## src/rtl/cache_fill_ctrl_if.sv

```systemverilog
// Bus bundle for cache_fill_ctrl: refill/store requests, memory read port
// and the data-store write port. slave = controller side, master = environment.
interface cache_fill_ctrl_if #(
  parameter int LINE_BITS = 128,
  parameter int BEAT_BITS = 32
);
  logic                 miss_valid;
  logic [31:0]          miss_addr;
  logic                 miss_ready;
  logic                 st_valid;
  logic [1:0]           st_index;
  logic [3:0]           st_way;
  logic [LINE_BITS-1:0] st_data;
  logic [LINE_BITS-1:0] st_mask;
  logic                 st_ready;
  logic                 mem_req_valid;
  logic [31:0]          mem_req_addr;
  logic                 mem_req_ready;
  logic                 mem_rsp_valid;
  logic [BEAT_BITS-1:0] mem_rsp_data;
  logic                 ds_valid;
  logic                 ds_w;
  logic [1:0]           ds_index;
  logic [3:0]           ds_way;
  logic [LINE_BITS-1:0] ds_data;
  logic [LINE_BITS-1:0] ds_mask;
  logic                 fill_done;
  logic [3:0]           fill_way;

  modport slave (
    input  miss_valid, miss_addr,
    input  st_valid, st_index, st_way,
    input  st_data, st_mask,
    input  mem_req_ready, mem_rsp_valid,
    input  mem_rsp_data,
    output miss_ready, st_ready,
    output mem_req_valid, mem_req_addr,
    output ds_valid, ds_w, ds_index,
    output ds_way, ds_data, ds_mask,
    output fill_done, fill_way
  );

  modport master (
    output miss_valid, miss_addr,
    output st_valid, st_index, st_way,
    output st_data, st_mask,
    output mem_req_ready, mem_rsp_valid,
    output mem_rsp_data,
    input  miss_ready, st_ready,
    input  mem_req_valid, mem_req_addr,
    input  ds_valid, ds_w, ds_index,
    input  ds_way, ds_data, ds_mask,
    input  fill_done, fill_way
  );
endinterface

```

## src/rtl/cache_fill_ctrl.sv

```systemverilog
// Write sequencer for a 4-way/4-set cache data store: 4-beat miss refills
// with per-set round-robin victims, and byte-masked store-hit merges.
// Ports: clk, rst (sync, active high), bus (cache_fill_ctrl_if.slave).
module cache_fill_ctrl #(
  parameter int LINE_BITS = 128,
  parameter int BEAT_BITS = 32
) (
  input logic              clk,
  input logic              rst,
  cache_fill_ctrl_if.slave bus
);

  typedef enum logic [2:0] {
    IDLE,
    REQ,
    BEAT,
    FWR,
    SWR
  } state_t;

  state_t               state;
  state_t               state_nx;
  logic [1:0]           beat;
  logic [1:0]           idx;
  logic [31:0]          line_addr;
  logic [LINE_BITS-1:0] line;
  logic [LINE_BITS-1:0] mask_q;
  logic [3:0]           way_q;
  logic [1:0]           vptr [4];
  logic [3:0]           vway;

  assign vway = 4'b0001 << vptr[idx];

  always_ff @(posedge clk) begin
    if (rst) begin
      state     <= IDLE;
      beat      <= 2'd0;
      idx       <= 2'd0;
      line_addr <= 32'd0;
      line      <= '0;
      mask_q    <= '0;
      way_q     <= 4'd0;
      for (int i = 0; i < 4; i++) begin
        vptr[i] <= 2'd0;
      end
    end else begin
      state <= state_nx;
      unique case (state)
        IDLE: begin
          if (bus.st_valid) begin
            idx    <= bus.st_index;
            way_q  <= bus.st_way;
            line   <= bus.st_data;
            mask_q <= bus.st_mask;
          end else if (bus.miss_valid) begin
            idx       <= bus.miss_addr[5:4];
            line_addr <= {bus.miss_addr[31:4], 4'b0};
            beat      <= 2'd0;
          end
        end
        BEAT: begin
          // Shift in from the top: after four beats, beat k sits
          // in bits [32k+31:32k].
          if (bus.mem_rsp_valid) begin
            line <= {bus.mem_rsp_data,
                     line[LINE_BITS-1:BEAT_BITS]};
            beat <= beat + 2'd1;
          end
        end
        FWR: vptr[idx] <= vptr[idx] + 2'd1;
        default: ;
      endcase
    end
  end

  always_comb begin
    state_nx          = state;
    bus.miss_ready    = 1'b0;
    bus.st_ready      = 1'b0;
    bus.mem_req_valid = 1'b0;
    bus.mem_req_addr  = 32'd0;
    bus.ds_valid      = 1'b0;
    bus.ds_w          = 1'b0;
    bus.ds_index      = 2'd0;
    bus.ds_way        = 4'd0;
    bus.ds_data       = '0;
    bus.ds_mask       = '0;
    bus.fill_done     = 1'b0;
    bus.fill_way      = 4'd0;
    unique case (state)
      IDLE: begin
        bus.st_ready   = 1'b1;
        bus.miss_ready = ~bus.st_valid;
        if (bus.st_valid) state_nx = SWR;
        else if (bus.miss_valid) state_nx = REQ;
      end
      REQ: begin
        bus.mem_req_valid = 1'b1;
        bus.mem_req_addr  = line_addr;
        if (bus.mem_req_ready) state_nx = BEAT;
      end
      BEAT: begin
        if (bus.mem_rsp_valid && beat == 2'd3)
          state_nx = FWR;
      end
      FWR: begin
        bus.ds_valid  = 1'b1;
        bus.ds_w      = 1'b1;
        bus.ds_index  = idx;
        bus.ds_way    = vway;
        bus.ds_data   = line;
        bus.ds_mask   = '1;
        bus.fill_done = 1'b1;
        bus.fill_way  = vway;
        state_nx      = IDLE;
      end
      SWR: begin
        bus.ds_valid = 1'b1;
        bus.ds_w     = 1'b1;
        bus.ds_index = idx;
        bus.ds_way   = way_q;
        bus.ds_data  = line;
        bus.ds_mask  = mask_q;
        state_nx     = IDLE;
      end
      default: state_nx = IDLE;
    endcase
  end

endmodule

```

## src/flat_wrapper.sv

```systemverilog
// flat-port wrapper written by rule: the top's interface ports become plain ports
module cache_fill_ctrl_flat 
#(
  parameter int LINE_BITS = 128,
  parameter int BEAT_BITS = 32
)
  (clk, rst, bus_miss_valid, bus_miss_addr, bus_st_valid, bus_st_index, bus_st_way, bus_st_data, bus_st_mask, bus_mem_req_ready, bus_mem_rsp_valid, bus_mem_rsp_data, bus_miss_ready, bus_st_ready, bus_mem_req_valid, bus_mem_req_addr, bus_ds_valid, bus_ds_w, bus_ds_index, bus_ds_way, bus_ds_data, bus_ds_mask, bus_fill_done, bus_fill_way);
  cache_fill_ctrl_if #(.LINE_BITS(LINE_BITS), .BEAT_BITS(BEAT_BITS)) bus_i ();
  input logic clk;
  input logic rst;
  input wire logic [$bits(bus_i.miss_valid)-1:0] bus_miss_valid;
  input wire logic [$bits(bus_i.miss_addr)-1:0] bus_miss_addr;
  input wire logic [$bits(bus_i.st_valid)-1:0] bus_st_valid;
  input wire logic [$bits(bus_i.st_index)-1:0] bus_st_index;
  input wire logic [$bits(bus_i.st_way)-1:0] bus_st_way;
  input wire logic [$bits(bus_i.st_data)-1:0] bus_st_data;
  input wire logic [$bits(bus_i.st_mask)-1:0] bus_st_mask;
  input wire logic [$bits(bus_i.mem_req_ready)-1:0] bus_mem_req_ready;
  input wire logic [$bits(bus_i.mem_rsp_valid)-1:0] bus_mem_rsp_valid;
  input wire logic [$bits(bus_i.mem_rsp_data)-1:0] bus_mem_rsp_data;
  output wire logic [$bits(bus_i.miss_ready)-1:0] bus_miss_ready;
  output wire logic [$bits(bus_i.st_ready)-1:0] bus_st_ready;
  output wire logic [$bits(bus_i.mem_req_valid)-1:0] bus_mem_req_valid;
  output wire logic [$bits(bus_i.mem_req_addr)-1:0] bus_mem_req_addr;
  output wire logic [$bits(bus_i.ds_valid)-1:0] bus_ds_valid;
  output wire logic [$bits(bus_i.ds_w)-1:0] bus_ds_w;
  output wire logic [$bits(bus_i.ds_index)-1:0] bus_ds_index;
  output wire logic [$bits(bus_i.ds_way)-1:0] bus_ds_way;
  output wire logic [$bits(bus_i.ds_data)-1:0] bus_ds_data;
  output wire logic [$bits(bus_i.ds_mask)-1:0] bus_ds_mask;
  output wire logic [$bits(bus_i.fill_done)-1:0] bus_fill_done;
  output wire logic [$bits(bus_i.fill_way)-1:0] bus_fill_way;
  assign bus_i.miss_valid = bus_miss_valid;
  assign bus_i.miss_addr = bus_miss_addr;
  assign bus_i.st_valid = bus_st_valid;
  assign bus_i.st_index = bus_st_index;
  assign bus_i.st_way = bus_st_way;
  assign bus_i.st_data = bus_st_data;
  assign bus_i.st_mask = bus_st_mask;
  assign bus_i.mem_req_ready = bus_mem_req_ready;
  assign bus_i.mem_rsp_valid = bus_mem_rsp_valid;
  assign bus_i.mem_rsp_data = bus_mem_rsp_data;
  assign bus_miss_ready = bus_i.miss_ready;
  assign bus_st_ready = bus_i.st_ready;
  assign bus_mem_req_valid = bus_i.mem_req_valid;
  assign bus_mem_req_addr = bus_i.mem_req_addr;
  assign bus_ds_valid = bus_i.ds_valid;
  assign bus_ds_w = bus_i.ds_w;
  assign bus_ds_index = bus_i.ds_index;
  assign bus_ds_way = bus_i.ds_way;
  assign bus_ds_data = bus_i.ds_data;
  assign bus_ds_mask = bus_i.ds_mask;
  assign bus_fill_done = bus_i.fill_done;
  assign bus_fill_way = bus_i.fill_way;
  cache_fill_ctrl #(.LINE_BITS(LINE_BITS), .BEAT_BITS(BEAT_BITS)) u_core (.clk(clk), .rst(rst), .bus(bus_i));
endmodule
```

## config.mk

```make
export PLATFORM = sky130hd
export DESIGN_NAME = cache_fill_ctrl_flat
export DESIGN_NICKNAME = d
export VERILOG_FILES = /design/src/rtl/cache_fill_ctrl_if.sv /design/src/rtl/cache_fill_ctrl.sv /design/src/flat_wrapper.sv
export SDC_FILE = /design/constraint.sdc
export NUM_CORES = 1
export LEC_CHECK = 0
export CAP_MARGIN = 0
export CORE_AREA = 2 2 251 253
export DETAILED_ROUTE_END_ITERATION = 8
export DIE_AREA = 0 0 253 255
export GPL_ROUTABILITY_DRIVEN = 0
export PLACE_DENSITY = 0.6
export SLEW_MARGIN = 15
export SYNTH_ARGS = -nofsm -noshare
export SYNTH_HDL_FRONTEND = slang
export SYNTH_SLANG_ARGS = --single-unit
```

## constraint.sdc

```tcl
create_clock -name clk -period 4.3 [get_ports clk]
set_clock_uncertainty 0.1 [all_clocks]
set_input_delay 0.43 -clock clk [delete_from_list [all_inputs] [get_ports clk]]
set_output_delay 0.43 -clock clk [all_outputs]
set_load 0.05 [all_outputs]
```

== Yosys cells after proc, flatten, opt, wreduce, memory -nomap -nowiden ==
Memory sizes are Yosys's and may differ from the RTL's. A register that Yosys moved wholly into a read port is not among the register bits.
Cells that the tools add are included.
W data, S select, Z words.
Operators by class
  $add $sub $neg: 2
  $mul: 0
  divide/modulo/power cells: 0
  order comparisons: 0
  equality and inequality tests: 12
  shift operators: 1
  mux-type cells: 34
  bitwise gates (word level): 1
  reduce and logical (&&, ||, !) cells: 12
Operators by type and width (number)
  $pmux W128 S2: 2
  $mux W128: 3
  $mux W32: 1
  $mux W2: 10
  $mux W3: 4
  $mux W1: 10
  $ne A2 B2 Y1 const B: 5
  $pmux W3 S3: 1
  $reduce_and A3 Y1: 3
  $pmux W4 S2: 1
  $eq A3 B2 Y1 const B: 2
  $add A2 B1 Y2 const B: 2
  $mux W4: 1
  $pmux W2 S2: 1
  $reduce_and A2 Y1: 2
  $reduce_and A4 Y1: 1
  $reduce_bool A2 Y1: 2
  $reduce_or A2 Y1: 2
  $shl A1 B2 Y4 const A: 1
  $eq A3 B1 Y1 const B: 1
  $eq A3 B3 Y1 const B: 1
  $logic_not A3 Y1: 1
  $ne A3 B3 Y1 const B: 1
  $eq A2 B2 Y1 const B: 1
  3 further kinds: 3
Word-level totals
  register bits after elaboration: 295
  latch bits: 0
  RAM bits: 8
  ROM bits: 0
  output and inout bits: 304
  logic and storage cells: 70
  memories kept: 1
Memories
  u_core.vptr: words 4, bits a word 2, read ports 1, clocked after memory_dff 1, write ports 4, line cache_fill_ctrl.sv:29  | logic [1:0] vptr [4];

== Depth between registers and ports, before layout ==
  word-level depth: 6
  depth in mapped cells: 8
  mapped depth without buffers: 5

== Worst setup path after synthesis ==
OpenSTA, ideal clock, no wires.
  path type: register to output
  start: register u_core.state[1]
  end: output bus_ds_mask[100]
  arrival time: 2.147 ns
  path slack: 1.623 ns
  stages on the path, launching flop included: 7
  path buffers: 2
  cell sequence: dfxtp_1 -> buf_2 -> nand3b_1 -> inv_2 -> clkbuf_1 -> nor2_1 -> nor2_1
Between the ends
  word-level cells in the longest chain between the ends: 2
  elaborated cells between the ends (all ways): 3
  those cells by class: eq/ne: 2; mux: 1
RTL lines
  start, declared: line cache_fill_ctrl.sv:21  | state_t state;
  start signal, assigned: line cache_fill_ctrl.sv:47  | state <= state_nx;
  $eq A3 B3 Y1 or $eq A3 B2 Y1 (tied branches): line cache_fill_ctrl.sv:90  | unique case (state)
  $pmux W128 S2 (*): line cache_fill_ctrl.sv:90
  end, declared: line flat_wrapper.sv:30  | output wire logic [$bits(bus_i.ds_mask)-1:0] bus_ds_mask;
Mark *: on every way between the ends. The rest lies on a longest branch, timed or not.

== Worst setup path in the final report ==
  start: register u_core.state[0]
  end: output bus_ds_data[65]
Between the ends
  word-level cells in the longest chain between the ends: 3
  elaborated cells between the ends (all ways): 4
  those cells by class: eq/ne: 2; mux: 1; reduce/logical: 1
RTL lines
  $eq A3 B3 Y1 or $eq A3 B2 Y1 (tied branches): line cache_fill_ctrl.sv:90
  $reduce_or A2 Y1 (no source line) (*)
  $mux W128 (*): line cache_fill_ctrl.sv:90
  end, declared: line flat_wrapper.sv:29  | output wire logic [$bits(bus_i.ds_data)-1:0] bus_ds_data;
Marks and branches as above.

==> flow_summary.json <==
{
  "status": "finished clean",
  "layout_commonest_cell": "clkdlybuf4s50_1",
  "synth_simple_gate_area_share_pct": 29.4,
  "cts_tree": "done",
  "syn_area_um2": 14900,
  "power_mw": 8.41,
  "powerDensity_nw_per_um2": 366,
  "arrival_ps": 3460,
  "grt_pass1_wl_um": 89200,
  "num_io_pins": 636,
  "clock-root-buffer": "clkbuf_16",
  "row_count": 92,
  "relSlewSlack_pct": 32.2,
  "rsz0062_at_grt": "false",
  "grt_max_degree": 166,
  "max_freq_ghz": 0.251,
  "clkLatencyLatePin_ps": 540,
  "path_delay_family": "buffers and inverters",
  "hold_viol": 0,
  "grt.total_usage_pct": 17.7,
  "cts.sinks": 305,
  "fillers": 6448,
  "required_ps": 3770,
  "nets": 2831,
  "clockBufferDepth": 3,
  "synthDistinctLibCells": 41,
  "final_cells": 3329,
  "dr.pass1.iters": 6,
  "critPathBufInv": 4,
  "post-dp-hpwl_um": 43600,
  "pre_cts_ws_ps": 744,
  "synth_ff_type": "dfxtp_1",
  "synth_async_sr_flop_share_pct": 0,
  "worstSetupStartpointType": "flip-flop",
  "dieArea_um2": 64500,
  "synth-edff-count": 8,
  "num_vias": 15800,
  "numPlacedInstances": 3253,
  "grt_overflow": 0,
  "synth-seq-cells": 305,
  "worstMarginPinSlew_ps": 1020,
  "worstSetupEndpointType": "output port",
  "grt_pass1_vias": 14800,
  "cts-buffers-inserted": 38,
  "period_minus_slack_ps": 3990,
  "syn-instance-count": 1998,
  "wl_per_cell_um": 18.3,
  "vias_per_cell": 4.75,
  "antenna_found_initial": 7,
  "h-tree-depth": 2,
  "placed_area_um2": 21700,
  "drcViolationCount": 0,
  "drv_cap": 0,
  "p_leak_nw": 7.94,
  "final_max_slew_viol_count": 0,
  "holdCritPathClass": "primary input to flip-flop",
  "slowest_delay_ps": 810,
  "setup_ws_ps": 311,
  "cp_slowest_cell": "clkdlybuf4s50_1",
  "syn_to_final_growth_pct": 53.8,
  "final_area_um2": 23000,
  "critPathKind": "flip-flop to output port",
  "ant_nets": 0,
  "avgSynthCellArea_um2": 7.48,
  "die_w_um": 253,
  "synth_top_family_by_area": "simple AND/OR/NAND/NOR gates",
  "synth-compound-area-share_pct": 20.0,
  "finalSetupViolCount": 0,
  "core_um2": 62200,
  "drt_iter0_drc": 1203,
  "synth_fa_ha_area_share_pct": 0.418,
  "wl_um": 60800,
  "synth_warnings": 0,
  "ys_seq_area_share_pct": 41.4,
  "clkSlewWorstSetupHoldPaths_ps": 60,
  "synthXorXnorAreaFrac_pct": 0,
  "numPortBuffers": 627,
  "critPathMaxFanout": 76,
  "die_height_um": 255,
  "synthMuxAreaShare_pct": 2.45,
  "finalCritPeriodShare_pct": 92.8,
  "hold_slack_ps": 194,
  "final_cell_mix": "clkdlybuf4s50_1 (625), nand2_1 (323), dfxtp_1 (296)",
  "start_util_pct": 24.0,
  "crit_chain": "nand3b_1 > inv_4 > nor2_4 > clkinv_2 > buf_12 > and2_1 > clkdlybuf4s50_1",
  "fin_util_pct": 37.0,
  "drive_gt1_share_pct": 4.32,
  "vdd_drop_max_v": 0.000232,
  "fin_setup_tns_ps": 0
}
## area by class of cell
| class | count | area [um^2] | share of cell area, % |
|---|---|---|---|
| Antenna cell | 8 | 20.0 | 0.0871 |
| Clock buffer | 54 | 1080 | 4.71 |
| Clock inverter | 14 | 176 | 0.767 |
| Inverter | 9 | 37.5 | 0.163 |
| Multi-Input combinational cell | 1480 | 7880 | 34.3 |
| Sequential cell | 305 | 6190 | 26.9 |
| Tap cell | 799 | 1000 | 4.35 |
| Timing Repair Buffer | 660 | 6610 | 28.8 |
## registers in the layout, indices dropped and copies added (netlist names), named ones only
register	count
u_core.beat	2
u_core.idx	2
u_core.line	128
u_core.line_addr	28
u_core.mask_q	128
u_core.state	3
u_core.vptr	8
u_core.way_q	4
## report_power, final
part,switching [mW],internal [mW]
registers,0.221,3.10
logic,1.08,0.771
clock network,1.30,1.94
## logic make-up after synthesis
kind of cell,count (synthesis)
compound gates,531
fa+ha+maj,5
simple gates,906
mux,34
flops,305
other cells,1
buf+inv,216
## routing by layer
metal	vias to the layer above	track usage (%)	routed length, um
li1	7736	-	-
met1	7379	21.1	24400
met2	591	30.7	30100
met3	89	4.28	4450
met4	2	6.73	1860
met5	-	0	11
## worst reg2reg max path: stages (launching register included)
cell and delay, ps:
dfxtp_4 390, buf_4 620, buf_4 800, nand3b_1 400, o21ai_0 290, a211oi_1 150
## cell usage after synthesis, types with 2 or more instances
cell        n  share of area [%]
nor3_1      5               0.17
nand3_1     3               0.10
clkbuf_1  107                2.7
nand2b_1    3               0.13
buf_2      77                2.6
or3_1       5               0.21
edfxtp_1    8                1.6
nand2_1   323                8.1
and2_1    162                6.8
nor2_1    265                6.7
a211oi_1  128                6.4
inv_1       7               0.18
buf_4       9               0.45
o21ai_1    11               0.37
dfxtp_1   297                 40
o21ai_0   122                4.1
nor2b_1     2              0.084
nand3b_1  128                6.4
ha_1        5               0.42
a21o_1      3               0.15
a21oi_1   263                8.8
inv_2       2              0.050
mux2i_1    31                2.1
buf_1      14               0.35
mux4_2      2               0.30
## worst paths after layout
path | from | endpoint | slack [ps] | cells after the start
max | u_core.state[0]$_SDFFE_PP0P_ | bus_ds_data[65] | 310 | 7
min | rst | u_core.mask_q[31]$_SDFFE_PP0P_ | 190 | 2
max reg2reg | u_core.state[1]$_SDFFE_PP0P_ | u_core.line[80]$_SDFFE_PP0P_ | 1400 | 5
min reg2reg | u_core.line_addr[26]$_SDFFE_PP0P_ | u_core.line_addr[26]$_SDFFE_PP0P_ | 350 | 2
## timing repair
| item | CTS | global route |
|---|---|---|
| resized for setup | 0 | 1 |
| hold buffers | 0 | 0 |
| endpoints found under the setup margin | 0 | 90 |
| buffers inserted | 0 | 0 |
Power figures use the tool's default switching activity.
